==> src/rtl/stock_keeper_pkg.sv <==
// Shared definitions for the stock keeper: sizes, lane/count types and the
// inquiry FSM state encoding.
package stock_keeper_pkg;

  localparam int LANES   = 8;
  localparam int LANE_W  = 3;
  localparam int CNT_W   = 7;
  localparam int MAX_CNT = 99;

  // Lane index, shared with the admin block and the display.
  typedef logic [LANE_W-1:0] lane_t;
  typedef logic [CNT_W-1:0]  cnt_t;

  typedef enum logic [1:0] {
    IDLE,
    SCAN,
    DONE
  } state_t;

  localparam cnt_t  MAX_CNT_V = cnt_t'(MAX_CNT);
  localparam lane_t LAST_LANE = lane_t'(LANES - 1);

endpackage

==> src/rtl/stock_sat_add.sv <==
// Combinational count arithmetic: saturating add of a replenish quantity, or
// a decrement that refuses to go below zero.
//   dec = 0 : result = min(cur + qty, MAX_CNT), sat = clamp happened
//   dec = 1 : result = cur - 1 (cur unchanged when 0), sat = cur was empty
module stock_sat_add
  import stock_keeper_pkg::*;
(
  input  logic [CNT_W-1:0] cur,
  input  logic [CNT_W-1:0] qty,
  input  logic             dec,
  output logic [CNT_W-1:0] result,
  output logic             sat
);

  // One bit wider so the overflow above MAX_CNT is visible before clamping.
  logic [CNT_W:0] sum;

  // Select between add-with-clamp and guarded decrement.
  always_comb begin
    // NOTE: every output gets a default before the branches so no path leaves a latch.
    sum    = {1'b0, cur} + {1'b0, qty};
    result = cur;
    sat    = 1'b0;
    if (dec) begin
      if (cur == '0) begin
        sat = 1'b1;
      end else begin
        result = cur - cnt_t'(1);
      end
    end else if (sum > {1'b0, MAX_CNT_V}) begin
      result = MAX_CNT_V;
      sat    = 1'b1;
    end else begin
      result = sum[CNT_W-1:0];
    end
  end

endmodule

==> src/rtl/stock_keeper.sv <==
// Per-lane goods counts for the vending machine. Executes admin clear,
// replenish and inquiry commands (inquiry streams one lane per cycle) and
// serves customer sale decrements from the purchase path.
module stock_keeper
  import stock_keeper_pkg::*;
(
  input  logic              clk,
  input  logic              rst,
  input  logic              en,
  input  logic              clr,
  input  logic              rep_valid,
  input  logic [LANE_W-1:0] rep_lane,
  input  logic [CNT_W-1:0]  rep_qty,
  output logic              rep_ack,
  output logic              rep_sat,
  input  logic              inq_req,
  output logic              inq_busy,
  output logic              inq_valid,
  output logic [LANE_W-1:0] inq_lane,
  output logic [CNT_W-1:0]  inq_count,
  output logic              inq_done,
  input  logic              sale_valid,
  input  logic [LANE_W-1:0] sale_lane,
  output logic              sale_ok,
  output logic              sale_fail,
  output logic [LANES-1:0]  empty_mask
);

  state_t state;
  cnt_t   count      [LANES];
  cnt_t   next_count [LANES];

  logic  idle;
  logic  clr_go;
  logic  rep_go;
  logic  sale_go;
  cnt_t  add_result;
  logic  add_sat;
  cnt_t  dec_result;
  logic  dec_empty;
  lane_t scan_next;

  assign idle      = (state == IDLE);
  assign scan_next = inq_lane + lane_t'(1);

  stock_sat_add u_add (
    .cur    (count[rep_lane]),
    .qty    (rep_qty),
    .dec    (1'b0),
    .result (add_result),
    .sat    (add_sat)
  );

  stock_sat_add u_dec (
    .cur    (count[sale_lane]),
    .qty    ('0),
    .dec    (1'b1),
    .result (dec_result),
    .sat    (dec_empty)
  );

  // Arbitrate clr > rep > sale and form the counts for the next cycle.
  always_comb begin
    clr_go = en & clr & idle;
    // A held request is not re-applied in the cycle its ack is showing.
    rep_go = en & rep_valid & ~rep_ack & idle & ~clr_go;
    sale_go = sale_valid & ~dec_empty & ~clr_go
            & ~(rep_go & (rep_lane == sale_lane));
    for (int i = 0; i < LANES; i++) begin
      next_count[i] = clr_go ? '0 : count[i];
    end
    if (rep_go) begin
      next_count[rep_lane] = add_result;
    end
    if (sale_go) begin
      next_count[sale_lane] = dec_result;
    end
  end

  // Count registers, command responses and the empty map.
  always_ff @(posedge clk) begin
    if (rst) begin
      // NOTE: the count array is reset explicitly; it is a small register file and must come up as all-empty.
      for (int i = 0; i < LANES; i++) begin
        count[i] <= '0;
      end
      rep_ack    <= 1'b0;
      rep_sat    <= 1'b0;
      sale_ok    <= 1'b0;
      sale_fail  <= 1'b0;
      empty_mask <= '1;
    end else begin
      for (int i = 0; i < LANES; i++) begin
        count[i]      <= next_count[i];
        empty_mask[i] <= (next_count[i] == '0);
      end
      rep_ack   <= rep_go;
      rep_sat   <= rep_go & add_sat;
      sale_ok   <= sale_go;
      sale_fail <= sale_valid & ~sale_go;
    end
  end

  // Inquiry FSM: walk lanes 0..LANES-1, then one DONE pulse.
  always_ff @(posedge clk) begin
    if (rst) begin
      // NOTE: registers use non-blocking assignments so every update sees the same pre-edge values.
      state     <= IDLE;
      inq_busy  <= 1'b0;
      inq_valid <= 1'b0;
      inq_lane  <= '0;
      inq_count <= '0;
      inq_done  <= 1'b0;
    end else begin
      case (state)
        IDLE: begin
          if (en && inq_req) begin
            state     <= SCAN;
            inq_busy  <= 1'b1;
            inq_valid <= 1'b1;
            inq_lane  <= '0;
            inq_count <= next_count[0];
          end
        end
        SCAN: begin
          if (inq_lane == LAST_LANE) begin
            state     <= DONE;
            inq_valid <= 1'b0;
            inq_done  <= 1'b1;
          end else begin
            // Report the value the lane holds in the cycle it is shown.
            inq_lane  <= scan_next;
            inq_count <= next_count[scan_next];
          end
        end
        DONE: begin
          state    <= IDLE;
          inq_done <= 1'b0;
          inq_busy <= 1'b0;
        end
        default: begin
          state <= IDLE;
        end
      endcase
    end
  end

endmodule

==> config.mk <==
export PLATFORM = sky130hd
export DESIGN_NAME = stock_keeper
export DESIGN_NICKNAME = d
export VERILOG_FILES = /design/src/rtl/stock_keeper_pkg.sv /design/src/rtl/stock_sat_add.sv /design/src/rtl/stock_keeper.sv
export SDC_FILE = /design/constraint.sdc
export NUM_CORES = 1
export LEC_CHECK = 0
export ABC_AREA = 1
export CORE_ASPECT_RATIO = 1.5
export CORE_MARGIN = 2
export CORE_UTILIZATION = 50
export CTS_BUF_LIST = sky130_fd_sc_hd__clkbuf_4
export DETAILED_ROUTE_END_ITERATION = 10
export DONT_BUFFER_PORTS = 1
export PLACE_DENSITY = 0.63
export RECOVER_POWER = 50
export SLEW_MARGIN = 20
export SYNTH_ARGS = -nofsm -noshare
export SYNTH_HDL_FRONTEND = slang
export SYNTH_HIERARCHICAL = 1
export SYNTH_SLANG_ARGS = --single-unit
export TNS_END_PERCENT = 50
==> constraint.sdc <==
create_clock -name clk -period 8.81 [get_ports clk]
set_input_delay 2.2025 -clock clk [delete_from_list [all_inputs] [get_ports clk]]
set_output_delay 2.2025 -clock clk [all_outputs]
set_load 0.005 [all_outputs]
; Yosys cells after proc, flatten, opt, wreduce, memory -nomap -nowiden
; Memory sizes are Yosys's and may differ from the RTL's.
; Index checks and enable logic that the tools add are counted.
[classes]
n_reduce_logical = 21
magnitude_cmp = 6
add_sub_neg = 3
bitwise = 28
n_eq_ne = 7
mux = 49
[ops]
columns = cell, count
row1 = two-way mux 7 bit, 24
row2 = bitwise mux 56 bit, 2
row3 = two-way mux 56 bit, 2
row4 = logical NOT 7 bit, 9
row5 = demux 7 bit (select 3 bit), 2
row6 = binary-select mux 7 bit (select 3 bit), 1
row7 = case mux 7 bit (2 select lines), 1
row8 = bitwise AND 1 bit, 12
row9 = ">= comparator 4 bit, second input constant", 3
row10 = inverter 3 -> 4 bit, 3
row11 = adder 7 x 7 -> 8 bit, 1
row12 = "> comparator 8 x 7 -> 1 bit, second input constant", 1
row13 = "< comparator 4 x 1 -> 1 bit, second input constant", 2
row14 = two-way mux 1 bit, 8
row15 = bitwise OR 1 bit, 8
row16 = "subtractor 7 x 1 -> 7 bit, second input constant", 1
row17 = two-way mux 3 bit, 2
row18 = case mux 1 bit (2 select lines), 3
row19 = case mux 3 bit (2 select lines), 1
row20 = AND reduction 2 bit, 3
row21 = AND reduction 3 bit, 2
row22 = nonzero test 2 bit, 3
row23 = inverter 1 bit, 5
row24 = two-way mux 2 bit, 2
row25 = 10 further kinds, 13
[totals]
ramBits = 56
elab_cells = 126
in_bits = 20
n_memories = 1
out_inout_bits = 25
register_bits = 27
[mem_list]
columns = name, depth, width, read_ports, rd_clocked_by_memory_dff, wr, line
row1 = count, 8, 7, 10, 0, 8, stock_keeper.sv:30  ; cnt_t count [LANES];

; Longest topological paths before layout
[depth]
depth_word = 14
depth_mapped = 32
ltp_nobuf = 31

; Cells and area by module
; The synthesis kept the hierarchy.
[modules_own_cells]
columns = module, cells_per_inst, seq_area_each_um2, n_inst, area_each_um2
row1 = stock_keeper, 1062, 1661.6, 1, 6248.5
row2 = stock_sat_add, 112, 0.0, 2, 636.9

; Least setup slack after synthesis
; No wires, ideal clock.
[synth_path]
path_kind = input to register
startpoint = input rep_lane[2]
endpoint = register inq_count[2]
slack_ps = 3323
required_time_ps = 8754
path_buffers = 1
arrival_time_ps = 5431
cell_stages = 28
setup_time_ps = 56
path_cell_list = buf_2 nor2_1 nand2_1 clkinv_1 a221oi_1 o2111ai_1 ha_1 fa_1 nand2_1 nand2_2 nand2_1 nand2_1 nand2_1 nand3_2 nand3_4 nand3_1 nand2_1 inv_1 o21ai_0 nand2_1 nand2_1 nand2_1 and2_1 o21ai_0 inv_1 nand3_1 nand2_1 inv_1
[synth_via]
word_cells_on_any_way = 24
classes_between = add/sub (1) / order compare (3) / eq/ne (1) / mux (13) / bitwise (4) / reduce/logical (1) / memory (1)
[synth_rtl]
columns = item, line
row1 = "start, declared", stock_keeper.sv:12  ; input logic [LANE_W-1:0] rep_lane,
row2 = memory read (8 x 7 bit) *, -
row3 = adder 7 x 7 -> 8 bit *, stock_sat_add.sv:21  ; sum = {1'b0, cur} + {1'b0, qty};
row4 = > comparator 8 x 7 -> 1 bit, stock_sat_add.sv:30  ; end else if (sum > {1'b0, MAX_CNT_V}) begin
row5 = two-way mux 7 bit *, stock_sat_add.sv:30
row6 = via add_result[2], stock_keeper.sv:37  ; cnt_t add_result;
row7 = bitwise mux 56 bit *, stock_keeper.sv:73  ; next_count[rep_lane] = add_result;
row8 = two-way mux 56 bit *, stock_keeper.sv:72  ; if (rep_go) begin
row9 = bitwise mux 56 bit, stock_keeper.sv:76  ; next_count[sale_lane] = dec_result;
row10 = two-way mux 56 bit *, stock_keeper.sv:75  ; if (sale_go) begin
row11 = binary-select mux 7 bit (select 3 bit), stock_keeper.sv:133  ; inq_count <= next_count[scan_next];
row12 = two-way mux 7 bit (not written as such) (2 in a row), stock_keeper.sv:133
row13 = two-way mux 7 bit, stock_keeper.sv:126  ; if (inq_lane == LAST_LANE) begin
row14 = case mux 7 bit (2 select lines) *, stock_keeper.sv:115  ; case (state)
row15 = "end signal, assigned", stock_keeper.sv:122  ; inq_count <= next_count[0];
row16 = "end signal, assigned", stock_keeper.sv:133
row17 = "end, declared", stock_keeper.sv:20  ; output logic [CNT_W-1:0] inq_count,
; The timed path passes the listed nets; every way through them passes the cells marked *. The select of a mux whose other input is x is not followed.
; A chain may end at the register's enable or synchronous reset.

; Worst setup path after layout
[layout_path]
startpoint = input rep_lane[1]
endpoint = register empty_mask[2]
[layout_via]
word_cells_on_any_way = 19
classes_between = add/sub (1) / order compare (3) / eq/ne (1) / mux (7) / bitwise (4) / reduce/logical (2) / memory (1)
[layout_rtl]
columns = item, line
row1 = memory read (8 x 7 bit) *, -
row2 = adder 7 x 7 -> 8 bit *, stock_sat_add.sv:21
row3 = > comparator 8 x 7 -> 1 bit, stock_sat_add.sv:30
row4 = two-way mux 7 bit *, stock_sat_add.sv:30
row5 = via add_result[6], stock_keeper.sv:37
row6 = bitwise mux 56 bit *, stock_keeper.sv:73
row7 = two-way mux 56 bit *, stock_keeper.sv:72
row8 = bitwise mux 56 bit, stock_keeper.sv:76
row9 = two-way mux 56 bit *, stock_keeper.sv:75
row10 = logical NOT 7 bit *, stock_keeper.sv:95  ; empty_mask[i] <= (next_count[i] == '0);
row11 = "end signal, assigned by index", stock_keeper.sv:95
row12 = "end, declared", stock_keeper.sv:26  ; output logic [LANES-1:0] empty_mask
; The timed path passes the listed nets; every way through them passes the cells marked *.

==> results.md <==
- CP endpoint kind: register
- Sw Ratio: 38.8%
- Synth cell count leaders: 365 x nand2_1, 204 x nand3_1, 124 x inv_1
- Int Pwr: 533 µW
- Flop pwr share: 45.6%
- CTS tree: done
- Pin count of the biggest net entering global routing: 69
- Leakage: 0.00368 µW
- Global-route wire length before repair: 46,700 µm
- Final #Nets: 1,300
- Row Count: 54
- Max clock buf depth: 2
- Num ports: 45
- DR DRC count: 0
- Synth area leader: dfxtp_1
- Final core occ: 53.0%
- Status: finished, violations left
- Clock transition at the registers of the reported paths: 0.16 ns
- Area delta synth->final: 3.39%
- Die Y: 154 µm
- Post-CTS Setup Bufs: 0
- Slew Viols, Final: 50
- Worst hold start: inq_valid
- GRT overflow: 0
- VDD IR max: 0.000116 V
- Power Dens Cells: 112 nW/µm²
- Synth warnings: 6
- Final setup fails: 0
- Worst Path Arrival: 6.72 ns
- Worst-case clock skew: 0.0219 ns
- Tot Pwr: 871 µW
- DR iter-0 viols: 1,274
- Via Count: 8,782
- Multi-input gate area: 5100 µm²
- CTS HTree Levels: 3
- Final period utilization: 72.3%
- CP required: 9.17 ns
- Netlist Area Pre-Place: 7520 µm²
- Post-synthesis sequential area ratio: 22.1%
- Max-cap violations: 1
- Synth async-reset ratio: 0%
- RR Startpoint: state[0]
- Post-place setup slack: 2.29 ns
- Placed wire-length estimate: 22,200 µm
- Root buffer cell: clkbuf_4
- Slew HR: -80.4%
- CP startpoint kind: input port
- Final ANT Viol Nets: 0
- Most frequent cell after synthesis: nand2_1
- CTS buffer count: 9
- Kind of critical path: in2reg
- Core ar.: 14,700 µm²
- Worst skew pair latency: 0.46 ns
- Average cell area after synthesis: 5.85 µm²
- Top-area cell type share of the netlist area: 22.1%
- Main synth FF type: dfxtp_1
- Initial Util: 51.3%
- CTS Hold Buffers Added: 0
- Count of different cell masters after synthesis: 37
- Comb power frac: 26.2%
- Min-Delay Path Class: reg2reg
- Initial antenna violation count: 1
- DRT Pass-1 Iters: 7
- Post-Syn Instances: 1,286
- Failing checks: capacitance limit, slew limit
- Clk sink count: 83
- Tmin final: 6.37 ns
- Area contributors post-synth: dfxtp_1 22%, nand2_1 18%, nand3_1 14%, inv_1 6.2%, nand4_1 5.6%
- Setup TNS: 0 ns
- Layout cells sized above 1: 5.62%
- Register area: 1660 µm²
- Routability cong.: 1.01
- RSZ-0062 raised after global routing: no
- Net Sw Power: 338 µW
- Routed vias/inst: 6.02
- Worst-margin pin slew: 2.71 ns
- Die area: 16,100 µm²
- #FFs+latches synth: 83
- Die Wd: 104 µm
- Routed WL per cell: 20.8 µm
- Fmax: 157 MHz
- Hold Fails Final Rpt: 0
- Worst-path fanout max: 9
- GRT Util Overall: 37.6%
- Critical path startpoint: rep_lane[1]
- Port bufs: 0
- # resized after CTS: 0
- Clock network power share: 28.2%
- Final WS setup: 2.44 ns
- Number of flops mapped to enable cells by yosys: 0
- Vias in the first global route: 8,362
- Fill cells: 1,615
- Wirelength, routed: 30,400 µm
cells in the final DEF (no fill, tap or decap), drive strengths merged:
cell type / synthesis / final
clkinv: 3 / 5
diode: 0 / 1
nor2: 96 / 96
xor2: 6 / 6
a221oi: 14 / 14
o31ai: 4 / 4
o2bb2ai: 1 / 1
a21oi: 35 / 35
clkinvlp: 0 / 2
nand2: 387 / 387
inv: 132 / 134
o21ai: 53 / 53
xnor2: 7 / 7
nand3: 215 / 215
and2: 42 / 42
o211ai: 1 / 1
a22oi: 12 / 12
buf: 34 / 13
conb: 2 / 20
nor3: 11 / 11
o22ai: 15 / 15
o2111ai: 7 / 7
ha: 20 / 20
clkbuf: 37 / 10
fa: 2 / 2
nand4: 67 / 67
dfxtp: 83 / 83
bufinv: 0 / 1
kinds of logic after synthesis:
| group | after synthesis | synth area share [%] |
|---|---|---|
| xor+xnor | 13 | 1.51 |
| simple gates | 818 | 50.2 |
| buf+inv | 206 | 10.8 |
| fa+ha+maj | 22 | 3.86 |
| flops | 83 | 22.1 |
| other cells | 2 | 0.0998 |
| compound gates | 142 | 11.4 |
power groups by stage:
stage	logic [µW]	clock network (µW)	registers, µW
6_report	228	246	397
4_1_cts	221	245	397
2_1_floorplan	160	0	402
5_1_grt	246	260	398
3_3_place_gp	221	0	405
3_5_place_dp	221	0	405
worst max-delay path, cell delays in order:
cell and delay (ns):
nor2_1 0.03, nand2_1 0.31, clkinv_1 0.39, a221oi_1 0.41, o2111ai_1 0.24, ha_1 0.33, fa_1 0.43, nand2_1 0.09
nand2_1 0.10, nand3_1 0.12, nand2_2 0.06, nand2_2 0.05, nand2_1 0.07, nand3_1 0.16, nand2_2 0.07, nand2_2 0.09
nand2_1 0.28, inv_1 0.22, nand3_1 0.14, and2_0 0.33, nand2_1 0.07, and2_1 0.16, nand3_1 0.08, o31ai_1 0.29
through the flow:
stage,instances,hold WS [ns],cell area (µm²)
6_report,1460,0.489,7780
5_1_grt,1460,0.500,7780
4_1_cts,1459,0.489,7810
3_5_place_dp,1443,0.469,7660
3_3_place_gp,1443,0.463,7660
2_1_floorplan,1304,0.457,7590
final cells by class:
class	instances	area share, %
diodes	1	0.0322
clock buffers	9	0.869
clock inverters	7	0.965
inverters	135	6.52
multi-input cells	1015	65.6
flip-flops and latches	83	21.4
well taps	196	3.15
repair buffers	14	1.46
state kept, by name (all words and copies together) (netlist names):
signal,cells
inq_valid,1
rep_sat,1
sale_ok,1
state,2
rep_ack,1
empty_mask,8
inq_done,1
inq_busy,1
count,56
inq_lane,3
sale_fail,1
inq_count,7
layer usage:
layer / GRT usage (%) / share of wire (%) / vias to the layer above / wire [µm]
met3: 6.83 / 9.7 / 141 / 2950
met5: 0 / 0 / - / 0
met1: 43.3 / 36 / 3845 / 11100
li1: - / - / 4202 / -
met4: 26.4 / 7.8 / 0 / 2380
met2: 62.8 / 46 / 594 / 14000
path summary, 6_finish.rpt:
check                  endpoint  slack, ns  cells after the start
setup / recovery  empty_mask[2]       2.44                     24
hold / removal        inq_valid       0.49                      2
setup reg to reg   inq_count[6]       4.06                     14
hold reg to reg       inq_valid       0.49                      2
No activity file was read; power rests on OpenSTA's default activity.
